[config.mk]
export PLATFORM = sky130hd
export DESIGN_NAME = mult32x32_fast_fsm
export DESIGN_NICKNAME = d
export VERILOG_FILES = /design/src/rtl/mult32x32_fast_fsm.sv
export SDC_FILE = /design/constraint.sdc
export NUM_CORES = 1
export LEC_CHECK = 0
export CORE_AREA = 8 8 45 47
export CTS_CLUSTER_DIAMETER = 100
export DETAILED_ROUTE_END_ITERATION = 16
export DIE_AREA = 0 0 53 55
export SETUP_SLACK_MARGIN = 0.5
export SYNTH_ARGS = -nofsm -noshare
export SYNTH_HDL_FRONTEND = slang
export SYNTH_SLANG_ARGS = --single-unit
[constraint.sdc]
create_clock -name clk -period 0.9 [get_ports clk]
set_input_delay 0.09 -clock clk [delete_from_list [all_inputs] [get_ports clk]]
set_output_delay 0.09 -clock clk [all_outputs]
set_load 0.03 [all_outputs]
[src/rtl/mult32x32_fast_fsm.sv]
// Control FSM for the 16x16-based 32x32 multiplier: sequences one partial
// product per cycle, skipping zero partial products when MULT_FAST_SKIP_EN is defined.
// Ports: clk, reset (async, active-high), start, a_msw_is_0, b_msw_is_0 in;
//        busy, done, a_sel, b_sel, shift_sel[1:0], upd_prod, clr_prod out.
module mult32x32_fast_fsm (
    input  logic       clk,
    input  logic       reset,
    input  logic       start,
    input  logic       a_msw_is_0,
    input  logic       b_msw_is_0,
    output logic       busy,
    output logic       done,
    output logic       a_sel,
    output logic       b_sel,
    output logic [1:0] shift_sel,
    output logic       upd_prod,
    output logic       clr_prod
);

`ifdef MULT_FAST_SKIP_EN
    localparam logic SKIP_EN = 1'b1;
`else
    localparam logic SKIP_EN = 1'b0;
`endif

    typedef enum logic [2:0] {
        S_IDLE,
        S_A0B0,
        S_A0B1,
        S_A1B0,
        S_A1B1
    } state_t;

    state_t state_q, state_d;
    logic   done_q, done_d;
    logic   skip_a, skip_b;

    // With skipping disabled the flags are masked off, forcing the full
    // four-step sequence.
    assign skip_a = SKIP_EN & a_msw_is_0;
    assign skip_b = SKIP_EN & b_msw_is_0;

    always_ff @(posedge clk or posedge reset) begin
        if (reset) begin
            state_q <= S_IDLE;
            done_q  <= 1'b0;
        end else begin
            state_q <= state_d;
            done_q  <= done_d;
        end
    end

    always_comb begin
        state_d   = state_q;
        busy      = 1'b1;
        upd_prod  = 1'b1;
        clr_prod  = 1'b0;
        a_sel     = 1'b0;
        b_sel     = 1'b0;
        shift_sel = 2'b00;
        unique case (state_q)
            S_IDLE: begin
                busy     = 1'b0;
                upd_prod = 1'b0;
                // Mealy: clear on the same edge that accepts start.
                clr_prod = start;
                if (start) state_d = S_A0B0;
            end
            S_A0B0: begin
                if (!skip_b)      state_d = S_A0B1;
                else if (!skip_a) state_d = S_A1B0;
                else              state_d = S_IDLE;
            end
            S_A0B1: begin
                b_sel     = 1'b1;
                shift_sel = 2'b01;
                if (!skip_a) state_d = S_A1B0;
                else         state_d = S_IDLE;
            end
            S_A1B0: begin
                a_sel     = 1'b1;
                shift_sel = 2'b01;
                if (!skip_b) state_d = S_A1B1;
                else         state_d = S_IDLE;
            end
            S_A1B1: begin
                a_sel     = 1'b1;
                b_sel     = 1'b1;
                shift_sel = 2'b10;
                state_d   = S_IDLE;
            end
            default: begin
                state_d  = S_IDLE;
                busy     = 1'b0;
                upd_prod = 1'b0;
            end
        endcase
        // Pulse done on the edge that leaves the last step.
        done_d = (state_q != S_IDLE) && (state_d == S_IDLE);
    end

    assign done = done_q;

endmodule

==> qor.yml <==
worst_setup_path:
  critPathKind: "reg -> out"
  crit_fanout: 6
  arrival_ns: 1.29
  cpMaxStageDelayCell: "dfrtp_1"
  cp_cell_sequence: "buf_6, buf_8, nand2b_4, a21oi_2, buf_6"
  cp-start-kind: "flip-flop"
  cp_top_family: "buffers and inverters"
  endpoint_kind: "output port"
  critPathRequiredTime_ns: 0.81
  crit_top_cell: "buf_6"
  r2r_slack_ns: -0.15
  critPathBufInv: 3
  critical_path.max_stage_delay_ns: 0.38
run_status:
  violations: "negative setup slack"
  status: "complete, but fails checks"
floorplanning:
  core_area_um2: 1384
  num_rows: 14
  die_area_um2: 2915
  io_pins: 13
  initial_utilization_pct: 16.37
  die_h_um: 55
  die_w_um: 53
cts:
  clockBufferDepth: 2
  cts_tree: "yes"
  clkSinkCount: 4
  h-tree-depth: 1
  cts_made_buffers: 3
  insertion_delay_ns: 0.24
  root_buffer: "clkbuf_4"
  path_clk_slew_ns: 0.04
global_route:
  antenna_found_initial: 0
  grt_overflow_total: 0
  grt_max_degree: 7
  grt_pass1_vias: 230
  grt_pass1_wl_um: 938
  grt_usage_pct: 4.665
final_layout:
  layout.nets: 48
  final_core_util_pct: 37.07
  diodes: 0
  multiInputGateArea_um2: 156.4
  area_growth_pct: 126.5
  nFillCells: 138
  final_common_cell: "buf_6"
  design_area_um2: 513.0
  final_cell_mix: "buf_6 (13), clkbuf_4 (3), buf_4 (3)"
  drive_gt1_share_pct: 78.05
  seq_area_um2: 102.6
detailed_routing:
  vias: 215
  viasPerCell: 3.772
  dr.pass1.iters: 2
  drt_wl_total_um: 596
  wire_per_inst_um: 10.46
  postRouteAntennaNets: 0
  detail_route.iter0.violations: 1
  drc: 0
timing:
  setup-violations-final: 9
  worstMarginPinSlew_ns: 0.2477
  finalHoldViolCount: 0
  skew_ns: 0.004817
  fin_crit_ns: 1.379
  fin_crit_sh_pct: 153.2
  fmax_mhz: 725.3
  rsz0062_at_grt: "yes"
  hold_slack_ns: 0.04091
  drv_slew: 0
  setup_slack_ns: -0.4788
  relSlewSlack_pct: 83.37
placed_design:
  post-place-ws_ns: -0.5682
  gp_congestion: 0.7084
  place_area_um2: 379.1
  portBuffers: 10
  dp_hpwl_um: 421.2
yosys:
  ys_ff_latch: 4
  syn_inst: 23
  syn-cell-area_um2: 226.5
  synth_seq_area_share_pct: 44.20
  yosysUniqueCellTypes: 14
  avgSynthCellArea_um2: 9.846
  synth_nets: 28
  ys_warn_count: 0
flow_run:
  maxCapViolCount: 0
worst_hold_path:
  worst_hold_path_type: "in -> async"
## through the flow
| step | setup TNS (ns) | instances |
|---|---|---|
| 2_1_floorplan | -0.8027 | 23 |
| 3_3_place_gp | -1.941 | 50 |
| 3_5_place_dp | -1.994 | 50 |
| 4_1_cts | -3.071 | 56 |
| 5_1_grt | -3.573 | 57 |
| 6_report | -3.148 | 57 |
## area by class of cell
| type | count | area share [%] |
|---|---|---|
| clock buffers | 3 | 4.390 |
| inverters | 2 | 1.463 |
| multi-input cells | 13 | 30.49 |
| flip-flops and latches | 4 | 20.00 |
| well taps | 16 | 3.902 |
| repair buffers | 19 | 39.76 |
## sequential cells by signal, summed over array words and instances (netlist names)
register and flops:
state_q 3, done 1
## synth_stat cells, drive strengths merged
| library cell | count | share of area [%] |
|---|---|---|
| a21o | 1 | 3.3 |
| a21oi | 1 | 2.2 |
| and3b | 1 | 3.9 |
| buf | 3 | 12 |
| clkbuf | 1 | 1.7 |
| dfrtp | 4 | 44 |
| inv | 2 | 3.3 |
| nand2b | 2 | 5.5 |
| nor2 | 4 | 7.7 |
| nor3 | 1 | 2.2 |
| nor4b | 1 | 6.6 |
| xnor2 | 2 | 7.7 |
## worst paths after layout
| path | start | to | depth (start not counted) |
|---|---|---|---|
| min in group clk | start | state_q[0] | 3 |
| setup / recovery | state_q[2] | b_sel | 5 |
| max in group asynchronous | reset | done | 2 |
| hold / removal | reset | state_q[2] | 2 |
| setup reg to reg | state_q[2] | state_q[0] | 5 |
| hold reg to reg | state_q[2] | state_q[2] | 1 |
## routing by layer
metal  global-route usage (%)  share of wire, %
met4                    7.759               3.2
met3                    1.337               6.0
met1                    4.615                36
met2                    6.250                54
met5                        0                 0
## logic make-up (layout without fill, tap and decap cells)
group	Yosys count	in the layout	synth area share (%)
AOI/OAI and AO/OA	2	2	5.524
xor gates and xnor gates	2	2	7.736
and+or+nand+nor	9	9	25.96
DFF	4	4	44.20
buffers and inverters	6	24	16.57
## repair_timing
item / CTS / global route
pin swaps: 4 / 3
resized for setup: 22 / 4
hold buffers: 0 / 0
setup buffers: 3 / 1
endpoints found under the setup margin: 12 / 12
Power is not shown: default switching activity piles up to over one toggle a cycle in this logic, so the estimate is an artifact.
